## config.mk

```make
export PLATFORM = sky130hd
export DESIGN_NAME = rd_arbiter_2to1_flat
export DESIGN_NICKNAME = d
export VERILOG_FILES = /design/src/rtl/rd_arbiter_2to1_if.sv /design/src/rtl/rd_arbiter_2to1.sv /design/src/flat_wrapper.sv
export SDC_FILE = /design/constraint.sdc
export NUM_CORES = 1
export LEC_CHECK = 0
export CELL_PAD_IN_SITES_DETAIL_PLACEMENT = 0
export CELL_PAD_IN_SITES_GLOBAL_PLACEMENT = 2
export CORE_MARGIN = 2
export CORE_UTILIZATION = 10
export DETAILED_ROUTE_END_ITERATION = 6
export PLACE_DENSITY = 0.8
export SETUP_SLACK_MARGIN = 0.4
export SLEW_MARGIN = 20
export SYNTH_ARGS = -nofsm -noshare
export SYNTH_HDL_FRONTEND = slang
export SYNTH_SLANG_ARGS = --single-unit
```

## constraint.sdc

```tcl
create_clock -name aclk -period 1.8 [get_ports aclk]
set_input_delay 0.18 -clock aclk [delete_from_list [all_inputs] [get_ports aclk]]
set_output_delay 0.18 -clock aclk [all_outputs]
set_load 0.01 [all_outputs]
```

## src/rtl/rd_arbiter_2to1_if.sv

```systemverilog
// rtl/rd_arbiter_2to1_if.sv - AXI3 read address + read data channel bundle
`timescale 1ns/1ps
interface rd_arbiter_2to1_if;
    logic [31:0] araddr;
    logic [3:0]  arid;
    logic [1:0]  arburst;
    logic [3:0]  arlen;
    logic [2:0]  arsize;
    logic [1:0]  arlock;
    logic [3:0]  arcache;
    logic [2:0]  arprot;
    logic        arvalid;
    logic        arready;
    logic [3:0]  rid;
    logic [31:0] rdata;
    logic [1:0]  rresp;
    logic        rlast;
    logic        rvalid;
    logic        rready;

    modport master (
        output araddr, arid, arburst, arlen, arsize, arlock, arcache, arprot, arvalid, rready,
        input  arready, rid, rdata, rresp, rlast, rvalid
    );

    modport slave (
        input  araddr, arid, arburst, arlen, arsize, arlock, arcache, arprot, arvalid, rready,
        output arready, rid, rdata, rresp, rlast, rvalid
    );
endinterface

```

## src/rtl/rd_arbiter_2to1.sv

```systemverilog
// rtl/rd_arbiter_2to1.sv - two-master to one-slave AXI3 read arbiter, one outstanding read
// Define ARB_ROUND_ROBIN_EN for round-robin arbitration; fixed priority (m0 first) otherwise.
`timescale 1ns/1ps
module rd_arbiter_2to1 (
    input  logic                     aclk,
    input  logic                     areset,
    rd_arbiter_2to1_if.slave         m0,
    rd_arbiter_2to1_if.slave         m1,
    rd_arbiter_2to1_if.master        s,
    output logic                     rlast_err
);
    typedef enum logic [1:0] {
        ST_IDLE = 2'd0,
        ST_ADDR = 2'd1,
        ST_DATA = 2'd2
    } state_t;

    state_t     state_q, state_d;
    logic       gnt_q, gnt_d;
    logic       last_gnt_q, last_gnt_d;
    logic [3:0] len_q, len_d;
    logic [3:0] beat_cnt_q, beat_cnt_d;
    logic       rlast_err_q, rlast_err_d;

    logic       pick_m1;
    logic       ar_sel_m1;
    logic       ar_valid_g;
    logic       r_ready_g;

    always_ff @(posedge aclk or posedge areset) begin
        if (areset) begin
            state_q     <= ST_IDLE;
            gnt_q       <= 1'b0;
            last_gnt_q  <= 1'b1;
            len_q       <= 4'd0;
            beat_cnt_q  <= 4'd0;
            rlast_err_q <= 1'b0;
        end else begin
            state_q     <= state_d;
            gnt_q       <= gnt_d;
            last_gnt_q  <= last_gnt_d;
            len_q       <= len_d;
            beat_cnt_q  <= beat_cnt_d;
            rlast_err_q <= rlast_err_d;
        end
    end

    // pick_m1 is only consulted when at least one master requests
    always_comb begin
`ifdef ARB_ROUND_ROBIN_EN
        if (m0.arvalid && m1.arvalid) begin
            pick_m1 = ~last_gnt_q;
        end else begin
            pick_m1 = m1.arvalid;
        end
`else
        pick_m1 = ~m0.arvalid;
`endif
    end

    assign ar_sel_m1  = (state_q == ST_ADDR) && gnt_q;
    assign ar_valid_g = gnt_q ? m1.arvalid : m0.arvalid;
    assign r_ready_g  = gnt_q ? m1.rready  : m0.rready;

    assign s.araddr  = ar_sel_m1 ? m1.araddr  : m0.araddr;
    assign s.arid    = ar_sel_m1 ? m1.arid    : m0.arid;
    assign s.arburst = ar_sel_m1 ? m1.arburst : m0.arburst;
    assign s.arlen   = ar_sel_m1 ? m1.arlen   : m0.arlen;
    assign s.arsize  = ar_sel_m1 ? m1.arsize  : m0.arsize;
    assign s.arlock  = ar_sel_m1 ? m1.arlock  : m0.arlock;
    assign s.arcache = ar_sel_m1 ? m1.arcache : m0.arcache;
    assign s.arprot  = ar_sel_m1 ? m1.arprot  : m0.arprot;

    // R payload is broadcast; only the granted master sees rvalid
    assign m0.rid   = s.rid;
    assign m0.rdata = s.rdata;
    assign m0.rresp = s.rresp;
    assign m0.rlast = s.rlast;
    assign m1.rid   = s.rid;
    assign m1.rdata = s.rdata;
    assign m1.rresp = s.rresp;
    assign m1.rlast = s.rlast;

    always_comb begin
        state_d     = state_q;
        gnt_d       = gnt_q;
        last_gnt_d  = last_gnt_q;
        len_d       = len_q;
        beat_cnt_d  = beat_cnt_q;
        rlast_err_d = rlast_err_q;
        s.arvalid   = 1'b0;
        s.rready    = 1'b0;
        m0.arready  = 1'b0;
        m1.arready  = 1'b0;
        m0.rvalid   = 1'b0;
        m1.rvalid   = 1'b0;

        case (state_q)
            ST_IDLE: begin
                if (m0.arvalid || m1.arvalid) begin
                    gnt_d   = pick_m1;
                    state_d = ST_ADDR;
                end
            end
            ST_ADDR: begin
                s.arvalid = ar_valid_g;
                if (gnt_q) begin
                    m1.arready = s.arready;
                end else begin
                    m0.arready = s.arready;
                end
                if (ar_valid_g && s.arready) begin
                    len_d      = gnt_q ? m1.arlen : m0.arlen;
                    beat_cnt_d = 4'd0;
                    state_d    = ST_DATA;
                end
            end
            ST_DATA: begin
                s.rready = r_ready_g;
                if (gnt_q) begin
                    m1.rvalid = s.rvalid;
                end else begin
                    m0.rvalid = s.rvalid;
                end
                if (s.rvalid && r_ready_g) begin
                    beat_cnt_d = beat_cnt_q + 4'd1;
                    if (s.rlast) begin
                        if (beat_cnt_q != len_q) begin
                            rlast_err_d = 1'b1;
                        end
                        last_gnt_d = gnt_q;
                        state_d    = ST_IDLE;
                    end else if (beat_cnt_q == len_q) begin
                        // beat len+1 arrived without rlast: flag it, keep routing the burst
                        rlast_err_d = 1'b1;
                    end
                end
            end
            default: begin
                state_d = ST_IDLE;
            end
        endcase
    end

    assign rlast_err = rlast_err_q;
endmodule

```

## src/flat_wrapper.sv

```systemverilog
// flat-port wrapper written by rule: the top's interface ports become plain ports
module rd_arbiter_2to1_flat 
  (aclk, areset, rlast_err, m0_araddr, m0_arid, m0_arburst, m0_arlen, m0_arsize, m0_arlock, m0_arcache, m0_arprot, m0_arvalid, m0_rready, m0_arready, m0_rid, m0_rdata, m0_rresp, m0_rlast, m0_rvalid, m1_araddr, m1_arid, m1_arburst, m1_arlen, m1_arsize, m1_arlock, m1_arcache, m1_arprot, m1_arvalid, m1_rready, m1_arready, m1_rid, m1_rdata, m1_rresp, m1_rlast, m1_rvalid, s_araddr, s_arid, s_arburst, s_arlen, s_arsize, s_arlock, s_arcache, s_arprot, s_arvalid, s_rready, s_arready, s_rid, s_rdata, s_rresp, s_rlast, s_rvalid);
  rd_arbiter_2to1_if m0_i ();
  rd_arbiter_2to1_if m1_i ();
  rd_arbiter_2to1_if s_i ();
  input  logic aclk;
  input  logic areset;
  output logic rlast_err;
  input wire logic [$bits(m0_i.araddr)-1:0] m0_araddr;
  input wire logic [$bits(m0_i.arid)-1:0] m0_arid;
  input wire logic [$bits(m0_i.arburst)-1:0] m0_arburst;
  input wire logic [$bits(m0_i.arlen)-1:0] m0_arlen;
  input wire logic [$bits(m0_i.arsize)-1:0] m0_arsize;
  input wire logic [$bits(m0_i.arlock)-1:0] m0_arlock;
  input wire logic [$bits(m0_i.arcache)-1:0] m0_arcache;
  input wire logic [$bits(m0_i.arprot)-1:0] m0_arprot;
  input wire logic [$bits(m0_i.arvalid)-1:0] m0_arvalid;
  input wire logic [$bits(m0_i.rready)-1:0] m0_rready;
  output wire logic [$bits(m0_i.arready)-1:0] m0_arready;
  output wire logic [$bits(m0_i.rid)-1:0] m0_rid;
  output wire logic [$bits(m0_i.rdata)-1:0] m0_rdata;
  output wire logic [$bits(m0_i.rresp)-1:0] m0_rresp;
  output wire logic [$bits(m0_i.rlast)-1:0] m0_rlast;
  output wire logic [$bits(m0_i.rvalid)-1:0] m0_rvalid;
  input wire logic [$bits(m1_i.araddr)-1:0] m1_araddr;
  input wire logic [$bits(m1_i.arid)-1:0] m1_arid;
  input wire logic [$bits(m1_i.arburst)-1:0] m1_arburst;
  input wire logic [$bits(m1_i.arlen)-1:0] m1_arlen;
  input wire logic [$bits(m1_i.arsize)-1:0] m1_arsize;
  input wire logic [$bits(m1_i.arlock)-1:0] m1_arlock;
  input wire logic [$bits(m1_i.arcache)-1:0] m1_arcache;
  input wire logic [$bits(m1_i.arprot)-1:0] m1_arprot;
  input wire logic [$bits(m1_i.arvalid)-1:0] m1_arvalid;
  input wire logic [$bits(m1_i.rready)-1:0] m1_rready;
  output wire logic [$bits(m1_i.arready)-1:0] m1_arready;
  output wire logic [$bits(m1_i.rid)-1:0] m1_rid;
  output wire logic [$bits(m1_i.rdata)-1:0] m1_rdata;
  output wire logic [$bits(m1_i.rresp)-1:0] m1_rresp;
  output wire logic [$bits(m1_i.rlast)-1:0] m1_rlast;
  output wire logic [$bits(m1_i.rvalid)-1:0] m1_rvalid;
  output wire logic [$bits(s_i.araddr)-1:0] s_araddr;
  output wire logic [$bits(s_i.arid)-1:0] s_arid;
  output wire logic [$bits(s_i.arburst)-1:0] s_arburst;
  output wire logic [$bits(s_i.arlen)-1:0] s_arlen;
  output wire logic [$bits(s_i.arsize)-1:0] s_arsize;
  output wire logic [$bits(s_i.arlock)-1:0] s_arlock;
  output wire logic [$bits(s_i.arcache)-1:0] s_arcache;
  output wire logic [$bits(s_i.arprot)-1:0] s_arprot;
  output wire logic [$bits(s_i.arvalid)-1:0] s_arvalid;
  output wire logic [$bits(s_i.rready)-1:0] s_rready;
  input wire logic [$bits(s_i.arready)-1:0] s_arready;
  input wire logic [$bits(s_i.rid)-1:0] s_rid;
  input wire logic [$bits(s_i.rdata)-1:0] s_rdata;
  input wire logic [$bits(s_i.rresp)-1:0] s_rresp;
  input wire logic [$bits(s_i.rlast)-1:0] s_rlast;
  input wire logic [$bits(s_i.rvalid)-1:0] s_rvalid;
  assign m0_i.araddr = m0_araddr;
  assign m0_i.arid = m0_arid;
  assign m0_i.arburst = m0_arburst;
  assign m0_i.arlen = m0_arlen;
  assign m0_i.arsize = m0_arsize;
  assign m0_i.arlock = m0_arlock;
  assign m0_i.arcache = m0_arcache;
  assign m0_i.arprot = m0_arprot;
  assign m0_i.arvalid = m0_arvalid;
  assign m0_i.rready = m0_rready;
  assign m0_arready = m0_i.arready;
  assign m0_rid = m0_i.rid;
  assign m0_rdata = m0_i.rdata;
  assign m0_rresp = m0_i.rresp;
  assign m0_rlast = m0_i.rlast;
  assign m0_rvalid = m0_i.rvalid;
  assign m1_i.araddr = m1_araddr;
  assign m1_i.arid = m1_arid;
  assign m1_i.arburst = m1_arburst;
  assign m1_i.arlen = m1_arlen;
  assign m1_i.arsize = m1_arsize;
  assign m1_i.arlock = m1_arlock;
  assign m1_i.arcache = m1_arcache;
  assign m1_i.arprot = m1_arprot;
  assign m1_i.arvalid = m1_arvalid;
  assign m1_i.rready = m1_rready;
  assign m1_arready = m1_i.arready;
  assign m1_rid = m1_i.rid;
  assign m1_rdata = m1_i.rdata;
  assign m1_rresp = m1_i.rresp;
  assign m1_rlast = m1_i.rlast;
  assign m1_rvalid = m1_i.rvalid;
  assign s_araddr = s_i.araddr;
  assign s_arid = s_i.arid;
  assign s_arburst = s_i.arburst;
  assign s_arlen = s_i.arlen;
  assign s_arsize = s_i.arsize;
  assign s_arlock = s_i.arlock;
  assign s_arcache = s_i.arcache;
  assign s_arprot = s_i.arprot;
  assign s_arvalid = s_i.arvalid;
  assign s_rready = s_i.rready;
  assign s_i.arready = s_arready;
  assign s_i.rid = s_rid;
  assign s_i.rdata = s_rdata;
  assign s_i.rresp = s_rresp;
  assign s_i.rlast = s_rlast;
  assign s_i.rvalid = s_rvalid;
  rd_arbiter_2to1 u_core (.aclk(aclk), .areset(areset), .m0(m0_i), .m1(m1_i), .s(s_i), .rlast_err(rlast_err));
endmodule
```

==> metrics, run 1 <==
length of the first detailed-routing pass in iterations=4; CP max FO=7; initial drt markers=29; clock transition at the registers of the reported paths=40 ps; CP arrival=1790 ps; commonest non-fill, non-tap cell in the layout=clkdlybuf4s50_1; area grow syn2layout=118%; max cap viols=0; Remaining DRCs=0; PD cells=1260 nW/um^2; final hold violation count=0; failing checks=setup timing; Setup WS post-layout=-169 ps; placed insts=577; fin nets=502; Leak=1.87 nW; drt total wl=8560 um; Startpoint Class=flop; max-slew violation count=0; most frequent cells in the layout=clkdlybuf4s50_1, buf_6, mux2_4, mux2_2, buf_4; HPWL Detailed=6310 um; synthesized area=1960 um^2; vias in the first global route=2118; share of layout cells above drive strength 1=0.491; clk root buf=clkbuf_16; DR vias/cell=3.22; Fillers=2106; Synth Area in Compound Gates=0.0473; Initial Utilization=0.101; die height=144 um; Yosys Warn Count=0; synthesized-area fraction occupied by adder cells=0.00639; TritonCTS Buffers=3; Tot Pwr=5.36 mW; GRT Util Overall=0.0750; first-pass GRT wire length=11800 um; IO Pins=294; largest family of logic cells by synthesized area=multiplexers; Die X=144 um; Rows=51; Synth Register Bits=12; f_max=0.508 GHz; IO Port Bufs=179; Tightest Pin Transition=534 ps; synth top area cells=buf_4, mux2_2, dfrtp_1; RSZ-0062 raised after global routing=true; Synth Instances=207; distinct cell type count after synthesis=33; fin crit share=1.09; Synth Area per Inst=9.47 um^2; Yosys top cell area share=0.299; biggest area consumer among synthesized cells=buf_4; clock tree buffer depth=2; sequential area share after synthesis=0.153; Critical Path End Type=primary output; largest net degree at the start of global routing=13; core area=19300 um^2; CP required=1620 ps; Post-Layout Cell Count=609; Mapped Nets=363; DIE AREA=20700 um^2; multi-input logic area=1240 um^2; Routed wire per std cell=14.1 um; # clock sinks=12; xor/xnor share of the synthesized area=0.0223; GR Overflow Total=0; clk_lat worst skew=240 ps; H-Tree Depth=1; CTS tree=done; GPL Wtd Cong=0.706; status=finished with violations; Routed Antenna Nets=0; VDD IR-drop max=580 uV; Crit Path Category=flop to primary output; Slew Limit Headroom=0.644; Final min period=1970 ps; # setup viols final=50; register area=302 um^2; antenna cell count=0; Hold WC Path Type=input port to async pin; simple-gate portion of the synthesized area=0.0766; multiplexer share of the synthesized area=0.349; Worst Skew=0.703 ps; initial antenna violation count=0; Via Count=1958
[path summary, 6_finish.rpt]
kind | startpoint | to | slack (ps) | cells past startpoint
setup / recovery | u_core.state_q[0] | s_arsize[1] | -170 | 7
hold / removal | areset | u_core.len_q[1] | 280 | 2
setup reg to reg | u_core.gnt_q | u_core.beat_cnt_q[3] | 70 | 8
hold reg to reg | u_core.rlast_err | u_core.rlast_err | 470 | 1
max in group asynchronous | areset | u_core.gnt_q | 1130 | 2
min in group aclk | s_rdata[9] | m0_rdata[9] | 360 | 0
[power by group]
part	internal (mW)	switching, mW
clock	0.289	0.116
combinational	2.83	1.65
sequential	0.374	0.104
total	3.50	1.87
[worst max-delay path: stages (launching register included)]
cell and delay (ps):
dfrtp_1 380, and2b_2 240, nand2_8 110, buf_6 110, buf_12 100, buf_16 120, mux2_2 340, buf_6 120
[synth_stat cells]
cell,count
mux2_4,1
o22a_1,1
nor3b_1,2
nand3b_1,1
buf_4,78
a21o_1,2
xnor2_1,1
nand2_1,2
and2b_1,1
and3_4,1
nand2_4,1
o21bai_1,1
nor4_1,1
xor2_1,4
nand3_1,1
mux2_1,4
nand3_2,1
o22ai_1,1
o21ai_0,2
nor3_1,1
mux2_2,51
a21oi_1,6
a311oi_1,1
dfrtp_1,12
buf_6,7
inv_1,3
nor2_1,7
ha_1,1
and3_1,2
mux2i_1,5
nor2b_1,2
a31oi_1,1
and2_1,2
[routing by layer]
layer,vias to the layer above,GRT usage,part of all wire
met3,11,0.0205,0.091
met5,-,0,0
met2,136,0.135,0.52
li1,914,-,-
met1,897,0.0888,0.38
met4,0,0.0175,0.010
[cell families after synthesis]
kind of cell	count (synthesis)
AND/OR/NAND/NOR	25
multiplexers	61
AO/OA/AOI/OAI	15
XOR/XNOR	5
flip-flops	12
buffers and inverters	88
adder cells (fa/ha/maj)	1
[stage by stage]
step | area, um^2 | setup slack, ps | utilization | hold WS [ps] | setup TNS [ps]
floorplan | 1960 | 370 | - | 44.7 | 0
global placement | 3530 | -134 | 0.182 | 360 | -3970
detailed placement | 3530 | -139 | 0.182 | 360 | -4240
CTS | 4140 | -204 | 0.214 | 301 | -5510
global route | 4270 | -222 | 0.221 | 331 | -7470
finish | 4270 | -169 | 0.221 | 283 | -5190
[repair_timing]
action / 4_1_cts / 5_1_grt
pin swaps: 11 / 7
hold buffers: 0 / 0
buffers inserted: 13 / 9
cloned: 7 / 0
endpoints found under the setup margin: 72 / 69
resized for setup: 339 / 15
[flip-flops by register name (all words and copies together), names as in the netlist]
name               cells
u_core.beat_cnt_q      4
u_core.gnt_q           1
u_core.len_q           4
u_core.rlast_err       1
u_core.state_q         2
[layout make-up]
class	count	area share
timing repair buffer	217	0.541
multi-input combinational	109	0.291
tap	265	0.0777
sequential	12	0.0707
clock buffer	3	0.0176
inverter	3	0.00264
(Power assumes the default switching activity.)
==> run 2, diff against run 1 <==
--- a/config.mk
+++ b/config.mk
@@ -5,12 +5,13 @@
 export SDC_FILE = /design/constraint.sdc
 export NUM_CORES = 1
 export LEC_CHECK = 0
+export ABC_AREA = 0
 export CELL_PAD_IN_SITES_DETAIL_PLACEMENT = 0
 export CELL_PAD_IN_SITES_GLOBAL_PLACEMENT = 2
 export CORE_MARGIN = 2
 export CORE_UTILIZATION = 10
 export DETAILED_ROUTE_END_ITERATION = 6
-export PLACE_DENSITY = 0.8
+export PLACE_DENSITY_LB_ADDON = 0.1
 export SETUP_SLACK_MARGIN = 0.4
 export SLEW_MARGIN = 20
 export SYNTH_ARGS = -nofsm -noshare
==> run 2 against run 1 <==
  * The run still ends with setup timing left
  * Clock skew rose by 1.2 ps
  * Clock power down 1%
  * Worst hold slack got worse by 1.1 ps
  * Sequential share of layout area hardly changed
  * Largest power group unchanged
==> metrics, run 2 (same netlist as run 1, synthesis figures left out) <==
GPL Wtd Cong=0.695 (was 0.706); Routed wire per std cell=14.4 um (was 14.1 um); clk root buf=clkbuf_16 (unchanged); RSZ-0062 raised after global routing=true (unchanged); Hold Slack=282 ps (was 283 ps); power share of the clock group=0.077 (was 0.076); GRT Util Overall=0.0795 (was 0.0750); Via Count=1918 (was 1958); # setup viols final=45 (was 50); Routed Antenna Nets=0 (unchanged); initial drt markers=8 (was 29); cts hold-fix bufs=0 (unchanged); DIE AREA=20700 um^2 (unchanged); antenna cell count=0 (unchanged); switching component of the power=1.81 mW (was 1.87 mW); commonest non-fill, non-tap cell in the layout=clkdlybuf4s50_1 (unchanged); Critical Path Source=u_core.state_q[1] (was u_core.state_q[0]); largest net degree at the start of global routing=13 (unchanged); sw frac=0.345 (was 0.348); Tightest Pin Transition=505 ps (was 534 ps); failing checks=setup timing (unchanged); GR Overflow Total=0 (unchanged); H-Tree Depth=1 (unchanged); CTS tree=done (unchanged); initial antenna violation count=0 (unchanged); max-slew violation count=0 (unchanged); Setup WS post-layout=-71.8 ps (was -169 ps); Die X=144 um (unchanged); most frequent cells in the layout=clkdlybuf4s50_1, buf_6, mux2_4, mux2_2 (was clkdlybuf4s50_1, buf_6, mux2_4, mux2_2, buf_4); Leak=1.82 nW (was 1.87 nW); reg2reg start=u_core.state_q[1] (was u_core.gnt_q); Internal Power=3.44 mW (was 3.50 mW); Slew Limit Headroom=0.663 (was 0.644); Hold WC Path Type=input port to async pin (unchanged); pre-CTS setup slack=-130 ps (was -139 ps); clock transition at the registers of the reported paths=40 ps (about the same); Largest regs=u_core.beat_cnt_q: 4 flops, u_core.len_q: 4 flops, u_core.state_q: 2 flops (unchanged); core area=19300 um^2 (unchanged); f_max=0.534 GHz (was 0.508 GHz); first-pass GRT wire length=12500 um (was 11800 um); DR vias/cell=3.16 (was 3.22); IO Pins=294 (unchanged); Worst Skew=1.92 ps (was 0.703 ps); share of layout cells above drive strength 1=0.515 (was 0.491); VDD IR-drop max=430 uV (was 580 uV); area grow syn2layout=117% (was 118%); Startpoint Class=flop (unchanged); final hold violation count=0 (unchanged); Comb pwr share=0.835 (about the same); HPWL Detailed=6850 um (was 6310 um); CP required=1620 ps (about the same); fin crit share=1.04 (was 1.09); clk_lat worst skew=240 ps (about the same); PD cells=1240 nW/um^2 (was 1260 nW/um^2); Crit Path Category=flop to primary output (unchanged); die height=144 um (unchanged); status=finished with violations (unchanged); CP max FO=6 (was 7); length of the first detailed-routing pass in iterations=2 (was 4); drt total wl=8750 um (was 8560 um); clock tree buffer depth=2 (unchanged); fin nets=500 (was 502); Fillers=2128 (was 2106); Initial Utilization=0.101 (unchanged); Rows=51 (unchanged); TritonCTS Buffers=3 (unchanged); max cap viols=0 (unchanged); Final min period=1870 ps (was 1970 ps); # clock sinks=12 (unchanged); IO Port Bufs=179 (unchanged); Remaining DRCs=0 (unchanged); vias in the first global route=2148 (was 2118); sequential power share=0.088 (was 0.089); CP arrival=1690 ps (was 1790 ps); Critical Path End Type=primary output (unchanged)
-- run 2: worst max-delay path, stage by stage (launching register included) --
cell and delay (ps):
dfrtp_1 380, and2b_2 270, nand2_8 90, buf_6 150
buf_16 130, mux2_4 310, buf_6 120
-- run 2: cell type report --
class	instances	area [um^2]	share of cell area
inverter	3	11.3	0.00265
tap	265	332	0.0781
multi-input combinational	108	1210	0.284
sequential	12	302	0.0710
timing repair buffer	216	2320	0.546
clock buffer	3	75.1	0.0177
-- run 2: power by group through the flow --
stage	Clock [mW]	Combinational [mW]	Sequential [mW]
5_1_grt	0.434	4.69	0.478
2_1_floorplan	0	1.70	0.445
3_5_place_dp	0	3.09	0.458
6_report	0.402	4.39	0.465
4_1_cts	0.414	4.14	0.456
3_3_place_gp	0	3.14	0.462
-- run 2: timing repair --
item	in CTS	in global routing
setup endpoints to repair	73	69
gates resized for setup	347	32
pin swaps	5	6
cloned	4	1
setup buffers	10	7
hold endpoints to repair	0	0
-- run 2: final timing paths --
kind                       slack [ps]  cells after the start                   end
min reg2reg                       480                      1      u_core.rlast_err
max reg2reg                       260                      6  u_core.beat_cnt_q[2]
max                               -70                      6          s_araddr[12]
min in group aclk                 360                      0          m0_rdata[14]
max in group asynchronous        1150                      2          u_core.gnt_q
min                               280                      2      u_core.rlast_err
-- run 2: stage by stage --
stage                     total power [mW]  setup TNS [ps]  std cells   util  instance area [um^2]
after floorplan                       2.15               0        207      -                  1960
after global placement                3.60           -4370        582  0.185                  3580
after detailed placement              3.55           -3930        582  0.185                  3580
after CTS                             5.01           -3440        599  0.209                  4040
after global routing                  5.60           -5160        607  0.220                  4240
final                                 5.25           -2150        607  0.220                  4240
-- run 2: routing by layer --
| layer | vias up | global-route usage | part of all wire | wire length, um |
|---|---|---|---|---|
| li1 | 909 | - | - | - |
| met1 | 873 | 0.0753 | 0.31 | 2740 |
| met2 | 132 | 0.160 | 0.57 | 5020 |
| met3 | 4 | 0.0351 | 0.11 | 948 |
| met4 | 0 | 0.00980 | 0.0049 | 43 |
| met5 | - | 0 | 0 | 0 |
==> run 3, diff against run 2 <==
--- a/config.mk
+++ b/config.mk
@@ -8,9 +8,11 @@
 export ABC_AREA = 0
 export CELL_PAD_IN_SITES_DETAIL_PLACEMENT = 0
 export CELL_PAD_IN_SITES_GLOBAL_PLACEMENT = 2
-export CORE_MARGIN = 2
-export CORE_UTILIZATION = 10
+export CORE_AREA = 2 2 113 115
 export DETAILED_ROUTE_END_ITERATION = 6
+export DIE_AREA = 0 0 115 117
+export DONT_BUFFER_PORTS = 1
+export GPL_TIMING_DRIVEN = 0
 export PLACE_DENSITY_LB_ADDON = 0.1
 export SETUP_SLACK_MARGIN = 0.4
 export SLEW_MARGIN = 20
==> run 3 against run 2 <==
  * The run still ends with setup timing left
  * Utilization grew 0.50 points
  * Non-clock buffer count decreased by 116
  * Clock power up 18%
  * Sequential share of layout area rose by 3.8 points
  * Sequential power is 4% higher
  * Largest cell class is now multi-input gates
==> metrics, run 3 (same netlist as run 1, synthesis figures left out) <==
Remaining DRCs=0 (unchanged); share of layout cells above drive strength 1=0.788 (was 0.515); final hold violation count=0 (unchanged); Hold Startpoint=m0_arvalid; initial drt markers=22 (was 8); most frequent cells in the layout=buf_4, mux2_4, dfrtp_1, mux2_2 (was clkdlybuf4s50_1, buf_6, mux2_4, mux2_2); GR Overflow Total=0 (unchanged); placed insts=357 (was 582); length of the first detailed-routing pass in iterations=2 (unchanged); Rows=41 (was 51); Initial Utilization=0.159 (was 0.101); fin nets=383 (was 500); core area=12300 um^2 (was 19300 um^2); clock tree buffer depth=2 (unchanged); vias in the first global route=1471 (was 2148); clock transition at the registers of the reported paths=50 ps (was 40 ps); first-pass GRT wire length=9480 um (was 12500 um); DIE AREA=13500 um^2 (was 20700 um^2); sw frac=0.395 (was 0.345); die height=117 um (was 144 um); Slew Limit Headroom=0.659 (was 0.663); Leak=1.38 nW (was 1.82 nW); sequential power share=0.118 (was 0.088); PD cells=1480 nW/um^2 (was 1240 nW/um^2); Crit Path Category=flop to primary output (unchanged); Final TNS setup=-260 ps (was -2150 ps); # setup viols final=24 (was 45); status=finished with violations (unchanged); TritonCTS Buffers=3 (unchanged); IO Pins=294 (unchanged); Routed wire per std cell=19.8 um (was 14.4 um); Tightest Pin Transition=510 ps (was 505 ps); # clock sinks=12 (unchanged); max-slew violation count=0 (unchanged); failing checks=setup timing (unchanged); Comb pwr share=0.766 (was 0.835); CP arrival=1640 ps (was 1690 ps); Startpoint Class=flop (unchanged); RSZ-0062 raised after global routing=true (unchanged); HPWL Detailed=6060 um (was 6850 um); reg2reg start=u_core.gnt_q (was u_core.state_q[1]); f_max=0.550 GHz (was 0.534 GHz); H-Tree Depth=1 (unchanged); register area=300 um^2 (was 302 um^2); GPL Wtd Cong=0.724 (was 0.695); antenna cell count=0 (unchanged); CP required=1620 ps (about the same); VDD IR-drop max=487 uV (was 430 uV); Via Count=1496 (was 1918); IO Port Bufs=0 (was 179); initial antenna violation count=0 (unchanged); Largest regs=u_core.beat_cnt_q: 4 flops, u_core.len_q: 4 flops, u_core.state_q: 2 flops (unchanged); DR vias/cell=3.98 (was 3.16); Hold WC Path Type=input port to flop (was input port to async pin); commonest non-fill, non-tap cell in the layout=buf_4 (was clkdlybuf4s50_1); Final min period=1820 ps (was 1870 ps); CP max FO=10 (was 6); Setup WS post-layout=-17.2 ps (was -71.8 ps); fin crit share=1.01 (was 1.04); largest net degree at the start of global routing=13 (unchanged); Critical Path Source=u_core.state_q[1] (unchanged); area grow syn2layout=41.1% (was 117%); drt total wl=7460 um (was 8750 um); Critical Path End Type=primary output (unchanged); power share of the clock group=0.116 (was 0.077); switching component of the power=1.61 mW (was 1.81 mW); Die X=115 um (was 144 um); max cap viols=0 (unchanged); Internal Power=2.47 mW (was 3.44 mW); clk root buf=clkbuf_16 (unchanged); clk_lat worst skew=250 ps (was 240 ps); Post-Layout Cell Count=376 (was 607); Routed Antenna Nets=0 (unchanged); Fillers=1354 (was 2128); multi-input logic area=1250 um^2 (was 1210 um^2); GRT Util Overall=0.0938 (was 0.0795); CTS tree=done (unchanged); Worst Skew=5.62 ps (was 1.92 ps)
-- run 3: cell types whose count changed in the layout (fill, tap and decap cells not counted), moves of 2 or more --
cell,change
and3_4,-2
buf_2,-5
buf_4,+71
buf_6,-65
clkdlybuf4s50_1,-117
dlygate4sd2_1,-2
mux2_2,-18
mux2_4,+18
nor2_2,-2
nor2_4,+2
-- run 3: worst max-delay path, cell delays in order, from the launching register on --
cell and delay, ps:
dfrtp_1 400, and2b_2 280, nand2_4 100, buf_12 150, buf_12 140, mux2_4 330
-- run 3: worst paths after layout --
check | cells past startpoint | slack [ps] | to
min reg2reg | 1 | 480 | u_core.state_q[0]
min | 1 | 20 | u_core.gnt_q
max | 5 | -20 | s_arprot[0]
max reg2reg | 6 | 220 | u_core.state_q[1]
min in group asynchronous | 2 | 410 | u_core.rlast_err
max in group asynchronous | 2 | 1050 | u_core.state_q[1]
-- run 3: per-layer routing --
layer | global-route usage | vias up | share of wire
met5 | 0 | - | 0
met4 | 0.0145 | 0 | 0.0048
met3 | 0.0170 | 5 | 0.074
met2 | 0.187 | 117 | 0.59
met1 | 0.104 | 707 | 0.33
li1 | - | 667 | -
-- run 3: timing repair --
action,in CTS,in global routing
setup buffers,10,1
endpoints found under the setup margin,70,70
hold buffers,1,0
pin swaps,3,2
resized for setup,79,12
gates cloned,2,1
hold endpoints to repair,12,0
-- run 3: area by class of cell --
class,instances,share of cell area
Buffer,85,0.256
Clock buffer,4,0.0321
Inverter,3,0.00407
Multi-Input combinational cell,107,0.453
Sequential cell,12,0.109
Tap cell,150,0.0679
Timing Repair Buffer,15,0.0783
-- run 3: power by group through the flow --
| stage | registers (mW) | logic, mW | clock network (mW) |
|---|---|---|---|
| after floorplan | 0.445 | 1.70 | 0 |
| after global placement | 0.472 | 2.06 | 0 |
| after detailed placement | 0.470 | 2.06 | 0 |
| after CTS | 0.474 | 3.03 | 0.479 |
| after global routing | 0.498 | 3.34 | 0.489 |
| final | 0.483 | 3.13 | 0.474 |
-- run 3: metrics by stage --
step,total power [mW],cell area [um^2],worst slack (ps),hold WS [ps],util
final,4.09,2760,-17.2,18.7,0.224
after global routing,4.33,2760,-72.9,19.4,0.224
after CTS,3.98,2680,-39.1,15.6,0.218
after detailed placement,2.53,2150,131,142,0.174
after global placement,2.53,2150,162,154,0.174
after floorplan,2.15,1960,370,44.7,-
